`config.mk`:
```
export PLATFORM = sky130hd
export DESIGN_NAME = management_irq_controller_flat
export DESIGN_NICKNAME = d
export VERILOG_FILES = /design/src/rtl/management_irq_controller_pkg.sv /design/src/rtl/management_irq_controller_if.sv /design/src/rtl/management_irq_controller_holdoff_timer.sv /design/src/rtl/management_irq_controller.sv /design/src/flat_wrapper.sv
export SDC_FILE = /design/constraint.sdc
export NUM_CORES = 1
export LEC_CHECK = 0
export CAP_MARGIN = 5
export CORE_MARGIN = 1.5
export CORE_UTILIZATION = 49
export CTS_CLUSTER_SIZE = 28
export DETAILED_ROUTE_END_ITERATION = 8
export PLACE_DENSITY = 0.76
export SLEW_MARGIN = 10
export SYNTH_ARGS = -nofsm -noshare
export SYNTH_HDL_FRONTEND = slang
export SYNTH_SLANG_ARGS = --single-unit
```
`constraint.sdc`:
```
create_clock -name clk -period 2.2 [get_ports clk]
set_input_delay 0.22 -clock clk [delete_from_list [all_inputs] [get_ports clk]]
set_output_delay 0.22 -clock clk [all_outputs]
set_load 0.02 [all_outputs]
```
`src/rtl/management_irq_controller_pkg.sv`:
```
// rtl/management_irq_controller_pkg.sv - shared register map and source indices for the irq controller
//
// Purpose: register byte offsets, source bit positions and decode helpers
// shared by the controller RTL, its bench and the generated firmware headers.
package management_irq_controller_pkg;

  localparam int IRQ_DATA_WIDTH = 16;

  // Byte offsets of the management registers; decode only looks at paddr[4:1].
  typedef enum logic [4:0] {
    IRQ_REG_RAW     = 5'h00,
    IRQ_REG_PENDING = 5'h02,
    IRQ_REG_ENABLE  = 5'h04,
    IRQ_REG_MODE    = 5'h06,
    IRQ_REG_HOLDOFF = 5'h08,
    IRQ_REG_FORCE   = 5'h0A
  } irq_reg_e;

  // Source bit positions wired at the top level of the chip.
  typedef enum int {
    IRQ_ETH_RX = 0,
    IRQ_FLASH  = 1,
    IRQ_CRYPT  = 2
  } irq_src_e;

  // Offsets at 0x0C and above do not exist.
  function automatic logic irq_reg_mapped(input logic [4:0] off);
    return off < 5'h0C;
  endfunction

endpackage

```
`src/rtl/management_irq_controller_if.sv`:
```
// rtl/management_irq_controller_if.sv - APB completer bus bundle for the irq controller
//
// Purpose: groups the APB signals of the management bus.
// Ports (signals): psel, penable, pwrite, paddr[ADDR_WIDTH], pwdata[16] from
// the requester; prdata[16], pready, pslverr from the completer.
interface management_irq_controller_if #(
  parameter int ADDR_WIDTH = 10
);
  logic                  psel;
  logic                  penable;
  logic                  pwrite;
  logic [ADDR_WIDTH-1:0] paddr;
  logic [15:0]           pwdata;
  logic [15:0]           prdata;
  logic                  pready;
  logic                  pslverr;

  modport master (
    output psel, penable, pwrite, paddr, pwdata,
    input  prdata, pready, pslverr
  );

  modport slave (
    input  psel, penable, pwrite, paddr, pwdata,
    output prdata, pready, pslverr
  );
endinterface

```
`src/rtl/management_irq_controller_holdoff_timer.sv`:
```
// rtl/management_irq_controller_holdoff_timer.sv - irq re-fire holdoff down-counter
//
// Purpose: 16-bit counter loaded when the irq pin falls, counting down to 0.
// Ports: clk, rst (sync, active high); load - take load_val this cycle;
// load_val[16] - holdoff length; zero - counter is 0, irq may fire.
module irq_holdoff_timer (
  input  logic        clk,
  input  logic        rst,
  input  logic        load,
  input  logic [15:0] load_val,
  output logic        zero
);

  logic [15:0] cnt_q;
  logic [15:0] cnt_d;

  always_comb begin
    cnt_d = cnt_q;
    if (load) begin
      cnt_d = load_val;
    end else if (cnt_q != 16'd0) begin
      cnt_d = cnt_q - 16'd1;
    end
  end

  always_ff @(posedge clk) begin
    if (rst) begin
      cnt_q <= 16'd0;
    end else begin
      cnt_q <= cnt_d;
    end
  end

  assign zero = (cnt_q == 16'd0);

endmodule

```
`src/rtl/management_irq_controller.sv`:
```
// rtl/management_irq_controller.sv - APB interrupt aggregator with enable, edge/level, W1C, force and holdoff
//
// Purpose: collects NUM_IRQ sys_clk sources into one registered irq pin.
// Ports: clk, rst (sync, active high); apb - APB completer (one wait state);
// irq_src[NUM_IRQ] - raw active-high sources; irq - registered irq to MCU.
module management_irq_controller
  import management_irq_controller_pkg::*;
#(
  parameter int          NUM_IRQ      = 16,
  parameter int          ADDR_WIDTH   = 10,
  parameter logic [15:0] HOLDOFF_INIT = 16'h0000
) (
  input  logic                         clk,
  input  logic                         rst,
  management_irq_controller_if.slave   apb,
  input  logic [NUM_IRQ-1:0]           irq_src,
  output logic                         irq
);

  logic [ADDR_WIDTH-1:0] paddr;
  assign paddr = apb.paddr;

  // Only paddr[4:1] selects a register.
  logic unused_paddr;
  assign unused_paddr = ^{paddr[ADDR_WIDTH-1:5], paddr[0]};

  logic [NUM_IRQ-1:0] pend_q, pend_d;
  logic [NUM_IRQ-1:0] en_q, en_d;
  logic [NUM_IRQ-1:0] mode_q, mode_d;
  logic [NUM_IRQ-1:0] src_q, src_d;
  logic [15:0]        hold_q, hold_d;
  logic               pready_q, pready_d;
  logic               pslverr_q, pslverr_d;
  logic [15:0]        prdata_q, prdata_d;
  logic               irq_q, irq_d;

  logic               access;
  logic [4:0]         reg_off;
  logic               bad_access;
  logic               wr_ok;
  logic               rd_ok;
  logic [NUM_IRQ-1:0] w1c;
  logic [NUM_IRQ-1:0] frc;
  logic [NUM_IRQ-1:0] set;
  logic [15:0]        rdata;
  logic               hold_zero;
  logic               hold_load;

  always_comb begin
    // pready_q blocks a second access phase while the first is completing.
    access     = apb.psel & apb.penable & ~pready_q;
    reg_off    = {paddr[4:1], 1'b0};
    bad_access = ~irq_reg_mapped(reg_off) | (apb.pwrite & (reg_off == IRQ_REG_RAW));
    wr_ok      = access & apb.pwrite & ~bad_access;
    rd_ok      = access & ~apb.pwrite & ~bad_access;

    w1c = '0;
    frc = '0;
    if (wr_ok && reg_off == IRQ_REG_PENDING) w1c = apb.pwdata[NUM_IRQ-1:0];
    if (wr_ok && reg_off == IRQ_REG_FORCE)   frc = apb.pwdata[NUM_IRQ-1:0];

    en_d   = en_q;
    mode_d = mode_q;
    hold_d = hold_q;
    if (wr_ok && reg_off == IRQ_REG_ENABLE)  en_d   = apb.pwdata[NUM_IRQ-1:0];
    if (wr_ok && reg_off == IRQ_REG_MODE)    mode_d = apb.pwdata[NUM_IRQ-1:0];
    if (wr_ok && reg_off == IRQ_REG_HOLDOFF) hold_d = apb.pwdata;

    rdata = 16'h0000;
    case (reg_off)
      IRQ_REG_RAW:     rdata = 16'(irq_src);
      IRQ_REG_PENDING: rdata = 16'(pend_q);
      IRQ_REG_ENABLE:  rdata = 16'(en_q);
      IRQ_REG_MODE:    rdata = 16'(mode_q);
      IRQ_REG_HOLDOFF: rdata = hold_q;
      default:         rdata = 16'h0000;
    endcase

    pready_d  = access;
    pslverr_d = access & bad_access;
    prdata_d  = rd_ok ? rdata : 16'h0000;

    // Edge bits see only rising edges; since src_q tracks regardless of
    // MODE, switching a bit to edge mode never fakes an edge.
    src_d = irq_src;
    set   = (mode_q & irq_src & ~src_q) | (~mode_q & irq_src);

    // New set/force wins over a same-cycle W1C of the same bit.
    pend_d = (pend_q & ~w1c) | set | frc;

    irq_d     = (|(pend_q & en_q)) & hold_zero;
    hold_load = irq_q & ~irq_d;
  end

  irq_holdoff_timer u_holdoff (
    .clk      (clk),
    .rst      (rst),
    .load     (hold_load),
    .load_val (hold_q),
    .zero     (hold_zero)
  );

  always_ff @(posedge clk) begin
    if (rst) begin
      pend_q    <= '0;
      en_q      <= '0;
      mode_q    <= '0;
      src_q     <= '0;
      hold_q    <= HOLDOFF_INIT;
      pready_q  <= 1'b0;
      pslverr_q <= 1'b0;
      prdata_q  <= 16'h0000;
      irq_q     <= 1'b0;
    end else begin
      pend_q    <= pend_d;
      en_q      <= en_d;
      mode_q    <= mode_d;
      src_q     <= src_d;
      hold_q    <= hold_d;
      pready_q  <= pready_d;
      pslverr_q <= pslverr_d;
      prdata_q  <= prdata_d;
      irq_q     <= irq_d;
    end
  end

  assign apb.pready  = pready_q;
  assign apb.pslverr = pslverr_q;
  assign apb.prdata  = prdata_q;
  assign irq         = irq_q;

endmodule

```
`src/flat_wrapper.sv`:
```
// flat-port wrapper written by rule: the top's interface ports become plain ports
module management_irq_controller_flat import management_irq_controller_pkg::*;
#(
  parameter int          NUM_IRQ      = 16,
  parameter int          ADDR_WIDTH   = 10,
  parameter logic [15:0] HOLDOFF_INIT = 16'h0000
)
  (clk, rst, irq_src, irq, apb_psel, apb_penable, apb_pwrite, apb_paddr, apb_pwdata, apb_prdata, apb_pready, apb_pslverr);
  management_irq_controller_if #(.ADDR_WIDTH(ADDR_WIDTH)) apb_i ();
  input  logic clk;
  input  logic rst;
  input  logic [NUM_IRQ-1:0] irq_src;
  output logic irq;
  input wire logic [$bits(apb_i.psel)-1:0] apb_psel;
  input wire logic [$bits(apb_i.penable)-1:0] apb_penable;
  input wire logic [$bits(apb_i.pwrite)-1:0] apb_pwrite;
  input wire logic [$bits(apb_i.paddr)-1:0] apb_paddr;
  input wire logic [$bits(apb_i.pwdata)-1:0] apb_pwdata;
  output wire logic [$bits(apb_i.prdata)-1:0] apb_prdata;
  output wire logic [$bits(apb_i.pready)-1:0] apb_pready;
  output wire logic [$bits(apb_i.pslverr)-1:0] apb_pslverr;
  assign apb_i.psel = apb_psel;
  assign apb_i.penable = apb_penable;
  assign apb_i.pwrite = apb_pwrite;
  assign apb_i.paddr = apb_paddr;
  assign apb_i.pwdata = apb_pwdata;
  assign apb_prdata = apb_i.prdata;
  assign apb_pready = apb_i.pready;
  assign apb_pslverr = apb_i.pslverr;
  management_irq_controller #(.NUM_IRQ(NUM_IRQ), .ADDR_WIDTH(ADDR_WIDTH), .HOLDOFF_INIT(HOLDOFF_INIT)) u_core (.clk(clk), .rst(rst), .apb(apb_i), .irq_src(irq_src), .irq(irq));
endmodule
```
# Word-level counts from Yosys, hierarchy flattened

Index checks and enable logic that the tools add are counted.

$add $sub $neg: 1
$lt $le $gt $ge: 1
Equal/unequal tests: 5
Muxes and demuxes: 5
Bitwise logic cells: 28
Reduce and logical (&&, ||, !) cells: 11

Operator list:

| kind                                                        | number |
|---|---|
| AND 16 bit                                                  | 5 |
| case mux 16 bit (5 select lines)                            | 1 |
| two-way mux 16 bit                                          | 4 |
| NOT 16 bit                                                  | 3 |
| bitwise OR 16 bit                                           | 3 |
| logical NOT 16 bit                                          | 1 |
| nonzero test 16 bit                                         | 1 |
| OR reduction 16 bit                                         | 1 |
| subtractor 16 x 1 -> 16 bit (second input constant)         | 1 |
| AND 1 bit                                                   | 10 |
| == test 4 x 2 -> 1 bit (second input constant)              | 2 |
| == test 4 x 3 -> 1 bit (second input constant)              | 2 |
| NOT 1 bit                                                   | 6 |
| logical AND 1 bit                                           | 5 |
| less-than comparator 5 x 4 -> 1 bit (second input constant) | 1 |
| == test 4 x 1 -> 1 bit (second input constant)              | 1 |
| logical NOT 4 bit                                           | 1 |
| nonzero test 2 bit                                          | 1 |
| OR reduction 2 bit                                          | 1 |
| bitwise OR 1 bit                                            | 1 |

Bits in registers: 115
Bits of input ports: 47
Logic and storage cells: 61

# Depth between registers and ports, before layout

Gate-level depths: netlist (run 1).

Depth after elaboration: 11
Gate-level depth with buffers: 8

# By module

From an unflattened synthesis (run 1), not the netlist that was laid out.

Cell total of the unflattened synthesis: 534
Area total of the unflattened synthesis: 4967.3 µm²

Modules (own cells, without submodules):

| module                    | times used | cells each | area an instance (µm²) | seq. area each (µm²) |
|---|---|---|---|---|
| management_irq_controller | 1          | 418        | 4002.6                 | 1981.9 |
| irq_holdoff_timer         | 1          | 116        | 964.7                  | 320.3 |

# Worst setup path before layout (run 1)

OpenSTA, ideal clock, no wires.

Kind: register -> register
Start point: register u_core.u_holdoff.cnt_q[7]
End point: register u_core.u_holdoff.cnt_q[13]
Setup time: 0.118 ns
Arrival time: 2.184 ns
Slack: -0.102 ns
Cell stages (with the launch flop): 7
Path buffers: 1
Cell sequence: dfxtp_1 or4_4 or4b_4 nor4_4 a211oi_2 buf_6 o2bb2ai_1

Word-level cells in the longest chain between the ends: 5
Elaborated cells between the ends (all ways): 9
Those cells by class: 1 x add/sub; 2 x mux; 3 x bitwise; 3 x reduce/logical

Ends and longest elaborated chain:

| item                                                                                | line                                          | source |
|---|---|---|
| start: declaration                                                                  | management_irq_controller_holdoff_timer.sv:14 | `logic [15:0] cnt_q;` |
| start signal: assignment                                                            | management_irq_controller_holdoff_timer.sv:30 | `cnt_q <= cnt_d;` |
| parallel branches: the longest is 5 deep, another holds subtractor 16 x 1 -> 16 bit | --                                            |  |

Several ways; the timed one is not identified. The select of a mux whose other input is x is not followed.
A chain may end at the register's enable or synchronous reset.

# Worst setup path in the final report (run 1)

Start point: register u_core.u_holdoff.cnt_q[7]
End point: register u_core.u_holdoff.cnt_q[1]

Word-level cells in the longest chain between the ends: 5
Elaborated cells between the ends (all ways): 7
Those cells by class: 1 x mux; 3 x bitwise; 3 x reduce/logical

Ends and longest elaborated chain:

| item                                                            | line                                          | source |
|---|---|---|
| logical NOT 16 bit                                              | management_irq_controller_holdoff_timer.sv:34 | `assign zero = (cnt_q == 16'd0);` |
| AND 1 bit                                                       | management_irq_controller.sv:91               | `irq_d = (\|(pend_q & en_q)) & hold_zero;` |
| NOT 1 bit                                                       | management_irq_controller.sv:92               | `hold_load = irq_q & ~irq_d;` |
| AND 1 bit                                                       | management_irq_controller.sv:92               |  |
| two-way mux 16 bit / nonzero test 2 bit (equally long branches) | --                                            |  |

Parallel ways exist; a longest one is shown, timed or not.

==> results of run 1 <==
-- flip-flops by register name (all words and copies together) (netlist names) --
| signal | flops |
|---|---|
| u_core.apb.prdata | 16 |
| u_core.apb.pready | 1 |
| u_core.apb.pslverr | 1 |
| u_core.en_q | 16 |
| u_core.hold_q | 16 |
| u_core.irq | 1 |
| u_core.mode_q | 16 |
| u_core.pend_q | 16 |
| u_core.src_q | 16 |
| u_core.u_holdoff.cnt_q | 16 |
-- power by group through the flow --
stage / clock, uW / sequential [uW] / combinational (uW)
after global routing: 2960 / 2380 / 1200
after floorplan: 0 / 2370 / 740
final: 2830 / 2360 / 1080
after detailed placement: 0 / 2390 / 1030
after global placement: 0 / 2380 / 985
after CTS: 2850 / 2350 / 1070
-- metrics by stage --
step / util (%) / total power [uW] / area, um2 / setup slack, ns / hold WS, ns
after floorplan: - / 3110 / 4730 / -0.0131 / 0.315
after global placement: 60.0 / 3370 / 5570 / -0.0452 / 0.463
after detailed placement: 60.0 / 3420 / 5570 / -0.124 / 0.470
after CTS: 66.9 / 6270 / 6210 / 0.00905 / 0.141
after global routing: 67.0 / 6540 / 6220 / -0.0573 / 0.177
final: 67.0 / 6270 / 6220 / 0.0231 / 0.163
-- routing by layer --
layer / GRT usage, % / share of wire [%]
met3: 5.31 / 7.4
met5: 0 / 0
met1: 33.2 / 42
met2: 42.7 / 49
met4: 11.8 / 1.9
-- worst max-delay path, delay by kind of cell, from the launching register on --
| family | cells | cell delay [ns] |
|---|---|---|
| buffers and inverters | 1 | 0.21 |
| AND/OR/NAND/NOR | 3 | 1.32 |
| AO/OA/AOI/OAI | 2 | 0.25 |
| flip-flops | 1 | 0.32 |
-- synthesized netlist by cell type (3+ instances only) --
cell type  number  share of area (%)
dfxtp_1       115                 49
nor2_1         75                6.0
nand2_1        55                4.4
mux2i_1        48                 10
a22oi_1        32                5.1
clkbuf_1       22                1.7
a31oi_1        18                2.4
nor2b_1        18                2.4
a222oi_1       16                3.4
o2bb2ai_1      14                2.6
nor3_1          7               0.74
xnor2_1         7                1.3
inv_1           6               0.48
xor2_1          6                1.1
buf_2           5               0.53
a221oi_1        4               0.74
a22o_1          4               0.74
nand3_1         3               0.32
nor4_1          3               0.40
-- logic make-up after synthesis --
group           after synthesis  synth area share [%]
simple gates                180                  18.0
buf+inv                      37                  3.50
fa+ha+maj                     2                 0.530
flops                       115                  48.8
xor+xnor                     13                  2.41
compound gates               98                  16.6
mux                          48                  10.2
-- timing repair --
item,4_1_cts,5_1_grt
gates resized for setup,2,2
cloned,0,0
pin swaps,1,0
buffers inserted,1,0
endpoints found under the setup margin,14,16
-- layout make-up --
cell class                      instances  area, um2  area share (%)
Multi-Input combinational cell        341       2310            37.1
Sequential cell                       115       2300            37.0
Timing Repair Buffer                   84        811            13.0
Clock buffer                           21        469            7.54
Tap cell                              129        161            2.59
Clock inverter                         11        148            2.37
Inverter                                6       22.5           0.362
-- path summary, 6_finish.rpt --
| check | slack, ns | depth (start not counted) | startpoint | to |
|---|---|---|---|---|
| max reg2reg | 0.02 | 6 | u_core.u_holdoff.cnt_q[7] | u_core.u_holdoff.cnt_q[1] |
| min | 0.16 | 2 | rst | u_core.hold_q[14] |
| min reg2reg | 0.49 | 1 | u_core.hold_q[9] | u_core.u_holdoff.cnt_q[9] |
| max | 0.02 | 6 | u_core.u_holdoff.cnt_q[7] | u_core.u_holdoff.cnt_q[1] |
==> impl_metrics.yaml, run 1 <==
status:
  status: "finished clean"
final_layout:
  final_cell_mix: "dfxtp_1 (114), nor2_1 (75), clkdlybuf4s50_1 (58)"
  fill_cells: 728
  drive_gt1_share_pct: 13.7
  stdcell_count: 707
  area_delta_synth_final_pct: 31.8
  insertedDiodeCount: 0
  nNetsFinal: 614
  layout_commonest_cell: "dfxtp_1"
floorplan:
  die_h_um: 101
  num_rows: 35
  io_pins: 66
  dieWidth_um: 101
  die_area_um2: 10200
  start_util_pct: 50.9
  core_area_um2: 9280
grt:
  grt_pass1_vias: 4076
  grtUsageTotal_pct: 26.0
  antenna_found_initial: 0
  grt_max_degree: 63
  gr-total-overflow: 0
  grt_first_pass_wirelength_um: 20500
power_and_ir_drop:
  p_seq_share_pct: 37.6
  p_per_area_nw_per_um2: 1010
  switching_share_pct: 26.4
  clkPwrFrac_pct: 45.1
  leakage_uw: 0.00210
  internal_power_uw: 4610
  ir_worst_vdd_v: 0.000669
  p_switching_uw: 1650
  comb_power_share_pct: 17.3
sta:
  max-slew-margin-rel_pct: 57.6
  finalCritPeriodShare_pct: 98.9
  setup_viol: 0
  hold_viol_final: 0
  max_freq_mhz: 459
  finalSetupTns_ns: 0
  drv_slew: 0
  rsz0062_at_grt: "yes"
  fin_skew_ns: 0.0177
  worst_slew_pin_slew_ns: 0.634
  layout_min_cycle_time_ns: 2.18
cts:
  cts-buffers-inserted: 17
  htreeDepth: 4
  clock_sinks: 115
  clock_latency_ns: 0.51
  clockBufferDepth: 2
  cts_root_buffer: "clkbuf_8"
  cts_hold_buffers: 0
  cts_tree: "yes"
  clkTransAtPathRegs_ns: 0.06
yosys:
  synthFlopType: "dfxtp_1"
  syn_nets: 542
  seq_area_frac_synth_pct: 48.8
  ys_ff_latch: 115
  yosys_warnings: 0
  syn_area_um2: 4720
  syn_area_per_cell_um2: 9.58
  synth_edf_count: 0
  synth_cells: 493
  ys_types: 48
  async_flop_share_pct: 0
place:
  hpwl_um: 8220
  gp_congestion: 0.873
  post-place-cells: 674
  port_buffers: 59
critical_path:
  end_kind: "flop"
  worstPathMaxFanout: 6
  crit_required_ns: 2.63
  path_cells: "or4_4, or4b_4, nor4_4, buf_4, o211ai_1, a31oi_1"
  critPathKind: "flop to flop"
  start_kind: "flop"
  max_stage_delay_ns: 0.54
  worstPathArrival_ns: 2.61
  cpMaxStageDelayCell: "or4_4"
route:
  vias: 4097
  via_per_inst: 5.79
  drtPass1Iterations: 6
  wirelength_um: 12600
  wl_per_cell_um: 17.9
  drc_errors: 0
  drtIter0Drc: 398
  drtAntennaViolNets: 0
run:
  drv_cap: 0
hold_path:
  hp-class: "input pin to flop"
Power figures use the tool's default switching activity.
==> inputs of run 2 (changes only) <==
Settings changed: SKIP_CTS_REPAIR_TIMING from default to 1.
==> impl_metrics.yaml, run 2 (synthesis gave the netlist of run 1 again) <==
grt:
  grt_first_pass_wirelength_um: 20400
  grtUsageTotal_pct: 25.9
  antenna_found_initial: 0
  grt_max_degree: 63
  gr-total-overflow: 0
  grt_pass1_vias: 4074
cts:
  clockBufferDepth: 2
  clock_latency_ns: 0.52
  cts_root_buffer: "clkbuf_8"
  htreeDepth: 4
  cts-buffers-inserted: 17
  clock_sinks: 115
  cts_tree: "yes"
  clkTransAtPathRegs_ns: 0.06
sta:
  max-slew-margin-rel_pct: 58.1
  drv_slew: 0
  finalCritPeriodShare_pct: 101
  layout_setup_ws_ns: -0.0136
  max_freq_mhz: 452
  fin_skew_ns: 0.0160
  rsz0062_at_grt: "yes"
  hold_viol_final: 0
  setup_viol: 5
  layout_min_cycle_time_ns: 2.21
  worst_slew_pin_slew_ns: 0.629
  finalSetupTns_ns: -0.0274
critical_path:
  max_stage_delay_ns: 0.57
  cpMaxStageDelayCell: "or4_4"
  worstPathArrival_ns: 2.60
  crit_required_ns: 2.59
  worstPathMaxFanout: 14
  cp_top_family: "simple AND/OR/NAND/NOR gates"
  critPathKind: "flop to flop"
  start_kind: "flop"
  path_cells: "or4_4, or4b_4, nor4_4, or3_1, buf_12, o2bb2ai_1"
  end_kind: "flop"
  path_buf_inv: 1
run:
  drv_cap: 0
place:
  gp_congestion: 0.873
  post-place-cells: 674
  port_buffers: 59
  hpwl_um: 8220
power_and_ir_drop:
  finalPower_uw: 6230
  switching_share_pct: 26.3
  internal_power_uw: 4590
  leakage_uw: 0.00209
  p_switching_uw: 1640
  ir_worst_vdd_v: 0.000673
  p_per_area_nw_per_um2: 1010
  comb_power_share_pct: 16.9
  p_seq_share_pct: 37.8
  clkPwrFrac_pct: 45.3
final_layout:
  finalCoreUtilization_pct: 66.8
  drive_gt1_share_pct: 13.2
  layout_commonest_cell: "dfxtp_1"
  final_cell_mix: "dfxtp_1 (114), nor2_1 (75), clkdlybuf4s50_1 (58)"
  stdcell_count: 706
  area_delta_synth_final_pct: 31.4
  insertedDiodeCount: 0
  nNetsFinal: 613
status:
  violations: "setup timing"
  status: "complete, but fails checks"
route:
  drc_errors: 0
  drtAntennaViolNets: 0
  wl_per_cell_um: 17.8
  drtPass1Iterations: 6
  drtIter0Drc: 466
  wirelength_um: 12600
  via_per_inst: 5.86
  vias: 4134
floorplan:
  core_area_um2: 9280
  die_h_um: 101
  dieWidth_um: 101
  io_pins: 66
  start_util_pct: 50.9
  num_rows: 35
  die_area_um2: 10200
hold_path:
  hp-class: "input pin to flop"
==> run 2: changes by cell type in the layout (fill, tap and decap cells not counted), sizes merged <==
cell,previous run,this run
buf,26,25
==> run 2: worst paths after layout <==
check	end	cells past startpoint	start	slack (ns)
max reg2reg	u_core.u_holdoff.cnt_q[4]	6	u_core.u_holdoff.cnt_q[7]	-0.01
min reg2reg	u_core.u_holdoff.cnt_q[2]	1	u_core.hold_q[2]	0.48
max	u_core.u_holdoff.cnt_q[4]	6	u_core.u_holdoff.cnt_q[7]	-0.01
min	u_core.hold_q[14]	2	rst	0.16
==> run 2: layer usage <==
metal | part of all wire, % | vias to the layer above | GRT usage, %
met5 | 0 | - | 0
met4 | 2.1 | 0 | 11.1
met3 | 7.0 | 22 | 5.24
met2 | 49 | 176 | 42.9
met1 | 42 | 2004 | 33.0
li1 | - | 1932 | -
==> run 2: worst register-to-register path, delay by kind of cell (launching register included) <==
family / cells / cell delay, ns
AOI/OAI and AO/OA: 1 / 0.07
buffers and inverters: 1 / 0.14
and+or+nand+nor: 4 / 1.56
DFF: 1 / 0.32
==> run 2: area by class of cell <==
class                           instances  area (um2)
Sequential cell                       115        2300
Fill cell                             728        3080
Tap cell                              129         161
Clock inverter                         11         148
Multi-Input combinational cell        341        2300
Timing Repair Buffer                   83         803
Clock buffer                           21         469
Inverter                                6        22.5
==> run 2: power groups by stage <==
stage                     clock [uW]  sequential, uW  combinational, uW
after floorplan                    0            2370                740
after global placement             0            2380                985
after detailed placement           0            2390               1030
after CTS                       2850            2350               1040
after global routing            2960            2380               1170
final                           2830            2360               1050
==> run 2: through the flow <==
stage,setup WS (ns),area [um2],hold WS [ns]
floorplan,-0.0131,4730,0.315
finish,-0.0136,6200,0.158
global placement,-0.0452,5570,0.463
detailed placement,-0.124,5570,0.470
global route,-0.0686,6200,0.172
CTS,-0.0787,6190,0.133
==> inputs of run 3 (changes only) <==
Settings changed: CORE_MARGIN 1.5 to 1, SETUP_SLACK_MARGIN from default to 0.4.
==> impl_metrics.yaml, run 3 (synthesis gave the netlist of run 1 again) <==
route:
  drc_errors: 0
  drtIter0Drc: 373
  drtPass1Iterations: 6
  wl_per_cell_um: 17.9
  vias: 4197
  via_per_inst: 5.85
  drtAntennaViolNets: 0
  wirelength_um: 12900
grt:
  busiest_layer: "met2"
  met1_usage_pct: 32.5
  use_met2_pct: 43.6
  gr-total-overflow: 0
  grtUsageTotal_pct: 26.1
  grt_pass1_vias: 4015
  use_met3_pct: 6.13
  grt_max_degree: 60
  antenna_found_initial: 0
  grt_first_pass_wirelength_um: 20100
cts:
  clockBufferDepth: 2
  htreeDepth: 4
  clock_latency_ns: 0.52
  clkTransAtPathRegs_ns: 0.05
  clock_sinks: 115
  cts_tree: "yes"
  cts-buffers-inserted: 17
  cts_root_buffer: "clkbuf_8"
sta:
  max-slew-margin-rel_pct: 59.4
  drv_slew: 0
  fin_skew_ns: 0.00790
  hold_viol_final: 0
  max_freq_mhz: 478
  whs_ns: 0.250
  worst_slew_pin_slew_ns: 0.608
  setup_viol: 0
  layout_min_cycle_time_ns: 2.09
  finalCritPeriodShare_pct: 95.1
  rsz0062_at_grt: "yes"
  layout_setup_ws_ns: 0.109
run:
  drv_cap: 0
critical_path:
  path_cells: "or4_4, or4b_4, nor4_4, or3_1, buf_12, o2bb2ai_1"
  start_kind: "flop"
  regToRegSetupSlack_ns: 0.11
  critPathKind: "flop to flop"
  path_buf_inv: 1
  worstPathMaxFanout: 14
  cp_top_family: "simple AND/OR/NAND/NOR gates"
  cp_num_cells: 6
  worstPathArrival_ns: 2.50
  crit_path_end: "u_core.u_holdoff.cnt_q[2]"
  r2r_start: "u_core.u_holdoff.cnt_q[7]"
  end_kind: "flop"
  crit_required_ns: 2.61
  cpMaxStageDelayCell: "or4_4"
  startpoint: "u_core.u_holdoff.cnt_q[7]"
  max_stage_delay_ns: 0.53
  worstReg2RegEnd: "u_core.u_holdoff.cnt_q[2]"
  rr_worst_depth: 6
floorplan:
  num_rows: 35
  dieWidth_um: 100
  io_pins: 66
  core_area_um2: 9280
  start_util_pct: 50.9
  die_h_um: 100
  die_area_um2: 10000
final_layout:
  fill_cells: 713
  final_cell_mix: "dfxtp_1 (113), nor2_1 (75), clkdlybuf4s50_1 (53)"
  regArea_um2: 2300
  nNetsFinal: 625
  multi_input_area_um2: 2330
  layout_commonest_cell: "dfxtp_1"
  insertedDiodeCount: 0
  fin_area_um2: 6380
  drive_gt1_share_pct: 15.3
  area_delta_synth_final_pct: 35.2
power_and_ir_drop:
  p_per_area_nw_per_um2: 996
  leakage_uw: 0.00225
  finalPower_uw: 6360
  ir_worst_vdd_v: 0.000686
place:
  place_ws_ns: -0.139
  hpwl_um: 8160
  gp_congestion: 0.851
  placed_area_um2: 5610
  port_buffers: 59
status:
  status: "finished clean"
hold_path:
  hp-class: "input pin to flop"
## run 3: metal layers
metal	vias up	share of wire [%]	routed length, um
li1	1958	-	-
met1	2009	41	5260
met2	197	50	6400
met3	33	7.0	902
met4	0	2.3	301
met5	-	0	0
## run 3: cell type report
| class | count | share of cell area, % |
|---|---|---|
| clock inverters | 13 | 3.23 |
| flip-flops and latches | 115 | 36.1 |
| clock buffers | 19 | 6.76 |
| inverters | 6 | 0.353 |
| multi-input cells | 341 | 36.5 |
| repair buffers | 95 | 14.5 |
| well taps | 129 | 2.53 |
## run 3: worst min-delay path, cell delays in order
cell and delay [ns]:
dlymetal6s2s_1 0.10, buf_4 0.18, or4b_2 0.14, a21boi_0 0.07
## run 3: per-stage QoR
| stage | util (%) | TNS (ns) | instances |
|---|---|---|---|
| after floorplan | - | -0.0988 | 493 |
| after global placement | 60.4 | -0.446 | 679 |
| after detailed placement | 60.4 | -1.38 | 679 |
| after CTS | 67.3 | 0 | 711 |
| after global routing | 68.8 | 0 | 718 |
| final | 68.8 | 0 | 718 |
## run 3: power breakdown
part | leakage (uW) | internal, uW | switching (uW)
sequential | 0.000940 | 2240 | 113
clock | 0.000308 | 1980 | 968
combinational | 0.00100 | 524 | 533
total | 0.00225 | 4740 | 1610
## run 3: worst min path at each step
stage	from	end	slack (ns)	cells past startpoint
floorplan	rst	u_core.apb.pready	0.32	1
global placement	rst	u_core.apb.pready	0.43	2
detailed placement	rst	u_core.apb.pready	0.44	2
CTS	rst	u_core.apb.pready	-0.10	2
global route	apb_paddr[1]	u_core.apb.pslverr	0.28	4
finish	apb_paddr[1]	u_core.apb.pslverr	0.25	4
